===== config.mk =====
export PLATFORM = sky130hd
export DESIGN_NAME = register_stream_port_flat
export DESIGN_NICKNAME = d
export VERILOG_FILES = /design/src/rtl/register_stream_port_pkg.sv /design/src/rtl/register_stream_port_if.sv /design/src/rtl/register_stream_port.sv /design/src/flat_wrapper.sv
export SDC_FILE = /design/constraint.sdc
export NUM_CORES = 1
export LEC_CHECK = 0
export BUFFER_PORTS_ARGS = -buffer_cell sky130_fd_sc_hd__buf_2
export CELL_PAD_IN_SITES_DETAIL_PLACEMENT = 2
export CELL_PAD_IN_SITES_GLOBAL_PLACEMENT = 2
export CORE_MARGIN = 4
export CORE_UTILIZATION = 31
export CTS_BUF_LIST = sky130_fd_sc_hd__clkbuf_4
export DETAILED_ROUTE_END_ITERATION = 7
export GPL_TIMING_DRIVEN = 1
export PLACE_DENSITY_LB_ADDON = 0.1
export SYNTH_ARGS = -nofsm -noshare
export SYNTH_HDL_FRONTEND = slang
export SYNTH_SLANG_ARGS = --single-unit

===== constraint.sdc =====
create_clock -name clk -period 3.3 [get_ports clk]
set_input_delay 0.165 -clock clk [delete_from_list [all_inputs] [get_ports clk]]
set_output_delay 0.165 -clock clk [all_outputs]
set_load 0.01 [all_outputs]

===== src/rtl/register_stream_port_pkg.sv =====
// Shared definitions for the register stream port: sequencer states, default
// geometry, and the host opcodes the framer uses to request a dump or a load.
package register_stream_port_pkg;

    localparam int NUM_REGS_DEFAULT   = 8;
    localparam int SEL_WIDTH_DEFAULT  = 3;
    localparam int DATA_WIDTH_DEFAULT = 8;

    localparam logic [7:0] OPCODE_DUMP = 8'h44;
    localparam logic [7:0] OPCODE_LOAD = 8'h4C;

    typedef enum logic [2:0] {
        IDLE       = 3'd0,
        DUMP_READ  = 3'd1,
        DUMP_SEND  = 3'd2,
        LOAD_WAIT  = 3'd3,
        LOAD_WRITE = 3'd4,
        DONE       = 3'd5
    } state_e;

    function automatic logic is_busy_state(input state_e s);
        return (s != IDLE);
    endfunction

endpackage


===== src/rtl/register_stream_port_if.sv =====
// Bank selector/data port plus the outgoing and incoming byte streams.
// master = the stream port, slave = the bank/host side.
interface register_stream_port_if
    import register_stream_port_pkg::*;
#(
    parameter int SEL_WIDTH  = SEL_WIDTH_DEFAULT,
    parameter int DATA_WIDTH = DATA_WIDTH_DEFAULT
);

    logic [SEL_WIDTH-1:0]  bank_rx_selector;
    logic                  bank_write_en;
    logic [DATA_WIDTH-1:0] bank_data;
    logic [DATA_WIDTH-1:0] bank_rx_data;

    logic [DATA_WIDTH-1:0] tx_data;
    logic                  tx_valid;
    logic                  tx_ready;

    logic [DATA_WIDTH-1:0] rx_data;
    logic                  rx_valid;
    logic                  rx_ready;

    modport master (
        output bank_rx_selector, bank_write_en, bank_data,
        input  bank_rx_data,
        output tx_data, tx_valid,
        input  tx_ready,
        input  rx_data, rx_valid,
        output rx_ready
    );

    modport slave (
        input  bank_rx_selector, bank_write_en, bank_data,
        output bank_rx_data,
        input  tx_data, tx_valid,
        output tx_ready,
        output rx_data, rx_valid,
        input  rx_ready
    );

endinterface


===== src/rtl/register_stream_port.sv =====
// Debug/bootstrap client for the register bank: dumps every register onto a
// valid/ready byte stream, or loads every register from one, in index order.
module register_stream_port
    import register_stream_port_pkg::*;
#(
    parameter int NUM_REGS   = NUM_REGS_DEFAULT,
    parameter int SEL_WIDTH  = SEL_WIDTH_DEFAULT,
    parameter int DATA_WIDTH = DATA_WIDTH_DEFAULT
) (
    input  logic clk,
    input  logic rst,
    input  logic start_dump,
    input  logic start_load,
    output logic busy,
    output logic done,
    register_stream_port_if.master bus
);

    localparam logic [SEL_WIDTH-1:0]  IDX_ZERO  = {SEL_WIDTH{1'b0}};
    localparam logic [SEL_WIDTH-1:0]  IDX_ONE   = SEL_WIDTH'(1);
    localparam logic [SEL_WIDTH-1:0]  LAST_IDX  = SEL_WIDTH'(NUM_REGS - 1);
    localparam logic [DATA_WIDTH-1:0] DATA_ZERO = {DATA_WIDTH{1'b0}};

    state_e                state_r;
    state_e                state_next_s;
    logic [SEL_WIDTH-1:0]  idx_r;
    logic [SEL_WIDTH-1:0]  idx_next_s;
    logic                  is_last_s;

    logic [DATA_WIDTH-1:0] tx_data_r;
    logic                  tx_valid_r;
    logic                  tx_valid_next_s;
    logic                  tx_load_s;
    logic [DATA_WIDTH-1:0] bank_data_r;
    logic                  bank_load_s;

    logic                  busy_r;
    logic                  done_r;
    logic                  rx_ready_r;
    logic                  bank_write_en_r;

    assign is_last_s = (idx_r == LAST_IDX);

    // Next-state, index and datapath-load decode for the transfer sequencer.
    always_comb begin
        state_next_s    = state_r;
        idx_next_s      = idx_r;
        tx_valid_next_s = tx_valid_r;
        tx_load_s       = 1'b0;
        bank_load_s     = 1'b0;
        case (state_r)
            IDLE: begin
                // A simultaneous request resolves to the dump.
                if (start_dump) begin
                    state_next_s = DUMP_READ;
                    idx_next_s   = IDX_ZERO;
                end else if (start_load) begin
                    state_next_s = LOAD_WAIT;
                    idx_next_s   = IDX_ZERO;
                end else begin
                    state_next_s = IDLE;
                end
            end
            DUMP_READ: begin
                tx_load_s       = 1'b1;
                tx_valid_next_s = 1'b1;
                state_next_s    = DUMP_SEND;
            end
            DUMP_SEND: begin
                if (tx_valid_r && bus.tx_ready) begin
                    tx_valid_next_s = 1'b0;
                    if (is_last_s) begin
                        state_next_s = DONE;
                    end else begin
                        idx_next_s   = idx_r + IDX_ONE;
                        state_next_s = DUMP_READ;
                    end
                end else begin
                    state_next_s = DUMP_SEND;
                end
            end
            LOAD_WAIT: begin
                if (bus.rx_valid && rx_ready_r) begin
                    bank_load_s  = 1'b1;
                    state_next_s = LOAD_WRITE;
                end else begin
                    state_next_s = LOAD_WAIT;
                end
            end
            LOAD_WRITE: begin
                if (is_last_s) begin
                    state_next_s = DONE;
                end else begin
                    idx_next_s   = idx_r + IDX_ONE;
                    state_next_s = LOAD_WAIT;
                end
            end
            DONE: begin
                state_next_s = IDLE;
                idx_next_s   = IDX_ZERO;
            end
            default: begin
                state_next_s    = IDLE;
                idx_next_s      = IDX_ZERO;
                tx_valid_next_s = 1'b0;
            end
        endcase
    end

    // Sequencer state and register index.
    always_ff @(posedge clk) begin
        if (rst) begin
            state_r <= IDLE;
            idx_r   <= IDX_ZERO;
        end else begin
            state_r <= state_next_s;
            idx_r   <= idx_next_s;
        end
    end

    // Stream/bank data registers and status flags; the state-decoded flags are
    // registered from the next state so they line up with the state they mark.
    always_ff @(posedge clk) begin
        if (rst) begin
            tx_data_r       <= DATA_ZERO;
            tx_valid_r      <= 1'b0;
            bank_data_r     <= DATA_ZERO;
            busy_r          <= 1'b0;
            done_r          <= 1'b0;
            rx_ready_r      <= 1'b0;
            bank_write_en_r <= 1'b0;
        end else begin
            tx_valid_r <= tx_valid_next_s;
            if (tx_load_s) begin
                tx_data_r <= bus.bank_rx_data;
            end
            if (bank_load_s) begin
                bank_data_r <= bus.rx_data;
            end
            busy_r          <= is_busy_state(state_next_s);
            done_r          <= (state_next_s == DONE);
            rx_ready_r      <= (state_next_s == LOAD_WAIT);
            bank_write_en_r <= (state_next_s == LOAD_WRITE);
        end
    end

    assign busy                 = busy_r;
    assign done                 = done_r;
    assign bus.bank_rx_selector = idx_r;
    assign bus.bank_write_en    = bank_write_en_r;
    assign bus.bank_data        = bank_data_r;
    assign bus.tx_data          = tx_data_r;
    assign bus.tx_valid         = tx_valid_r;
    assign bus.rx_ready         = rx_ready_r;

endmodule

===== src/flat_wrapper.sv =====
// flat-port wrapper written by rule: the top's interface ports become plain ports
module register_stream_port_flat import register_stream_port_pkg::*;
#(
    parameter int NUM_REGS   = NUM_REGS_DEFAULT,
    parameter int SEL_WIDTH  = SEL_WIDTH_DEFAULT,
    parameter int DATA_WIDTH = DATA_WIDTH_DEFAULT
)
  (clk, rst, start_dump, start_load, busy, done, bus_bank_rx_selector, bus_bank_write_en, bus_bank_data, bus_bank_rx_data, bus_tx_data, bus_tx_valid, bus_tx_ready, bus_rx_data, bus_rx_valid, bus_rx_ready);
  register_stream_port_if #(.SEL_WIDTH(SEL_WIDTH), .DATA_WIDTH(DATA_WIDTH)) bus_i ();
  input  logic clk;
  input  logic rst;
  input  logic start_dump;
  input  logic start_load;
  output logic busy;
  output logic done;
  output wire logic [$bits(bus_i.bank_rx_selector)-1:0] bus_bank_rx_selector;
  output wire logic [$bits(bus_i.bank_write_en)-1:0] bus_bank_write_en;
  output wire logic [$bits(bus_i.bank_data)-1:0] bus_bank_data;
  input wire logic [$bits(bus_i.bank_rx_data)-1:0] bus_bank_rx_data;
  output wire logic [$bits(bus_i.tx_data)-1:0] bus_tx_data;
  output wire logic [$bits(bus_i.tx_valid)-1:0] bus_tx_valid;
  input wire logic [$bits(bus_i.tx_ready)-1:0] bus_tx_ready;
  input wire logic [$bits(bus_i.rx_data)-1:0] bus_rx_data;
  input wire logic [$bits(bus_i.rx_valid)-1:0] bus_rx_valid;
  output wire logic [$bits(bus_i.rx_ready)-1:0] bus_rx_ready;
  assign bus_bank_rx_selector = bus_i.bank_rx_selector;
  assign bus_bank_write_en = bus_i.bank_write_en;
  assign bus_bank_data = bus_i.bank_data;
  assign bus_i.bank_rx_data = bus_bank_rx_data;
  assign bus_tx_data = bus_i.tx_data;
  assign bus_tx_valid = bus_i.tx_valid;
  assign bus_i.tx_ready = bus_tx_ready;
  assign bus_i.rx_data = bus_rx_data;
  assign bus_i.rx_valid = bus_rx_valid;
  assign bus_rx_ready = bus_i.rx_ready;
  register_stream_port #(.NUM_REGS(NUM_REGS), .SEL_WIDTH(SEL_WIDTH), .DATA_WIDTH(DATA_WIDTH)) u_core (.clk(clk), .rst(rst), .start_dump(start_dump), .start_load(start_load), .busy(busy), .done(done), .bus(bus_i));
endmodule

==> impl_metrics.env <==
export IMPL_slowest_delay_ns=0.72
export IMPL_first_iter_violations=39
export IMPL_multi_input_area_um2=624
export IMPL_hpwl_um=2580
export IMPL_synthesis_nets=152
export IMPL_seqCellArea_um2=541
export IMPL_finalCriticalPeriod_ns=1.58
export IMPL_grt_max_degree=23
export IMPL_fin_setup_tns_ns=0
export IMPL_cts_buffers=3
export IMPL_syn_mean_instance_area_um2=9.48
export IMPL_ir_drop_v=0.000275
export IMPL_drive_above_1_share_pct=36.6
export IMPL_synth_top_cell_by_area="dfxtp_1"
export IMPL_crit_type="reg2reg"
export IMPL_finalClockSkew_ns=0.0134
export IMPL_intPower_uw=477
export IMPL_antenna_found_initial=0
export IMPL_cp_arrival_ns=1.84
export IMPL_synthCells=128
export IMPL_avgViaCountPerCell=4.75
export IMPL_clock_latency_ns=0.33
export IMPL_grt_pass1_wl_um=5440
export IMPL_grt_ovfl_total=0
export IMPL_cts_root_buffer="clkbuf_4"
export IMPL_tritoncts="built"
export IMPL_initial_core_util_pct=32.7
export IMPL_drtAntennaViolNets=0
export IMPL_swShare_pct=31.6
export IMPL_die_area_mm2=0.00498
export IMPL_fin_nets=197
export IMPL_ys_seq_area_share_pct=44.5
export IMPL_fp_row_count=22
export IMPL_fillers=441
export IMPL_crit_required_ns=3.56
export IMPL_gp_congestion=0.748
export IMPL_p_sw_uw=220
export IMPL_setup_viol=0
export IMPL_grt_pass1_vias=1111
export IMPL_finalCritPeriodShare_pct=48.0
export IMPL_power_uw=697
export IMPL_final_common_cell="buf_2"
export IMPL_wirelength_um=3310
export IMPL_diodes=0
export IMPL_synthArstFlopShare_pct=0
export IMPL_die_h_um=70.6
export IMPL_cts_resized_gates=0
export IMPL_synth_area_leaders="dfxtp_1, mux2i_1, nand2_1"
export IMPL_rsz0062_at_grt="false"
export IMPL_die_width_um=70.6
export IMPL_worst_slew_pin_slew_ns=0.590
export IMPL_hold_path_class="in2reg"
export IMPL_critPathSlowestCell="dfxtp_1"
export IMPL_grtUsageTotal_pct=13.6
export IMPL_max_cap_viol_count=0
export IMPL_synth_ff_type="dfxtp_1"
export IMPL_wl_per_cell_um=15.0
export IMPL_yosysTopAreaCellShare_pct=44.5
export IMPL_first_pass_iters=4
export IMPL_status="finished, final reports clean"
export IMPL_vias=1045
export IMPL_max_slew_margin_rel_pct=60.6
export IMPL_synthToLayoutAreaGrowth_pct=23.2
export IMPL_worstPathMaxFanout=13
export IMPL_hold_viol=0
export IMPL_crit_chain="nand4b_1, a21oi_2, nor3_4, mux2i_1"
export IMPL_io_pin_count=46
export IMPL_post_route_drc_count=0
export IMPL_powerDensity_mw_per_mm2=466
export IMPL_final_cell_mix="buf_2, dfxtp_1, nand2_1"
export IMPL_power_frac_seq_pct=54.9
export IMPL_max_freq_ghz=0.632
export IMPL_synth_seq_cells=27
export IMPL_core_area_mm2=0.00372
export IMPL_leakagePower_uw=0.000695
export IMPL_slew_viol_final=0
export IMPL_clock_power_share_pct=22.1
export IMPL_crit_path_end_kind="register"
export IMPL_htreeDepth=1
export IMPL_postCtsSetupBuffers=0
export IMPL_synth_edf_count=0
export IMPL_place_port_buffers=45
export IMPL_clk_pin_slew_ns=0.15
export IMPL_syn_area_mm2=0.00121
export IMPL_comb_power_share_pct=23.0
export IMPL_synth_warnings=0
export IMPL_clock_path_buffers=2
export IMPL_synth_distinct_cells=34
export IMPL_worst_setup_path_start_kind="register"
export IMPL_cts_num_sinks=27
export IMPL_cts_hold_buf=0
-- synth_stat cells (2+ instances only) --
cell / instances
a21oi_2: 4
nor2_1: 16
a21oi_1: 9
nand2_1: 25
mux2i_1: 11
nand4b_1: 2
clkbuf_1: 2
nor3_2: 2
ha_1: 2
inv_1: 4
dfxtp_1: 27
nor3_1: 2
-- final timing paths --
| check | start | to | slack, ns | cells past startpoint |
|---|---|---|---|---|
| max | u_core.state_r[0] | u_core.bus.bank_rx_selector[0] | 1.72 | 4 |
| min | bus_bank_rx_data[7] | u_core.bus.tx_data[7] | 0.05 | 3 |
| max reg2reg | u_core.state_r[0] | u_core.bus.bank_rx_selector[0] | 1.72 | 4 |
| min reg2reg | u_core.bus.tx_data[1] | u_core.bus.tx_data[1] | 0.47 | 2 |
-- per-layer routing --
metal	global-route usage, %	routed length, um
met3	4.40	191
met4	2.51	20
met1	17.0	1470
met2	23.1	1620
met5	0	0
-- area by class of cell --
cell class	count	area share, %
sequential	27	36.2
clock buffer	4	2.01
inverter	4	1.00
timing repair buffer	45	15.1
tap	48	4.02
multi-input combinational	92	41.8
-- worst max-delay path, delay by kind of cell, from the launching register on --
kind	cells	cell delay (ns)
AND/OR/NAND/NOR	2	0.49
AO/OA/AOI/OAI	1	0.09
flip-flops	1	0.72
multiplexers	1	0.22
-- stage by stage --
stage	instances	utilization [%]	area [um2]	hold slack (ns)	setup slack, ns
finish	220	40.2	1500	0.0540	1.72
global route	220	40.2	1500	0.0482	1.59
CTS	220	40.2	1500	0.0474	1.71
detailed placement	216	39.4	1470	0.411	1.73
global placement	216	39.4	1470	0.399	1.80
floorplan	128	-	1210	0.301	1.93
-- registers in the layout (all words and copies together) (netlist names) --
name	count
u_core.bus.bank_data	8
u_core.bus.bank_write_en	1
u_core.bus.bank_rx_selector	3
u_core.bus.tx_valid	1
u_core.done	1
u_core.state_r	3
u_core.bus.tx_data	8
u_core.bus.rx_ready	1
u_core.busy	1
-- power by group through the flow --
stage	sequential, uW	combinational, uW	clock [uW]
after floorplan	382	119	0
after global placement	387	158	0
after detailed placement	390	164	0
after CTS	383	165	163
after global routing	388	179	173
final	383	160	154
-- kinds of logic (layout without fill, tap and decap cells) --
| group | after synthesis | count (layout) | share of synthesized area [%] |
|---|---|---|---|
| AOI/OAI and AO/OA | 21 | 21 | 13.2 |
| xor gates and xnor gates | 1 | 1 | 0.722 |
| adders and majority gates | 2 | 2 | 2.06 |
| buffers and inverters | 9 | 53 | 4.02 |
| DFF | 27 | 27 | 44.5 |
| muxes | 11 | 11 | 9.07 |
| and+or+nand+nor | 57 | 57 | 26.4 |
(Power assumes the default switching activity.)
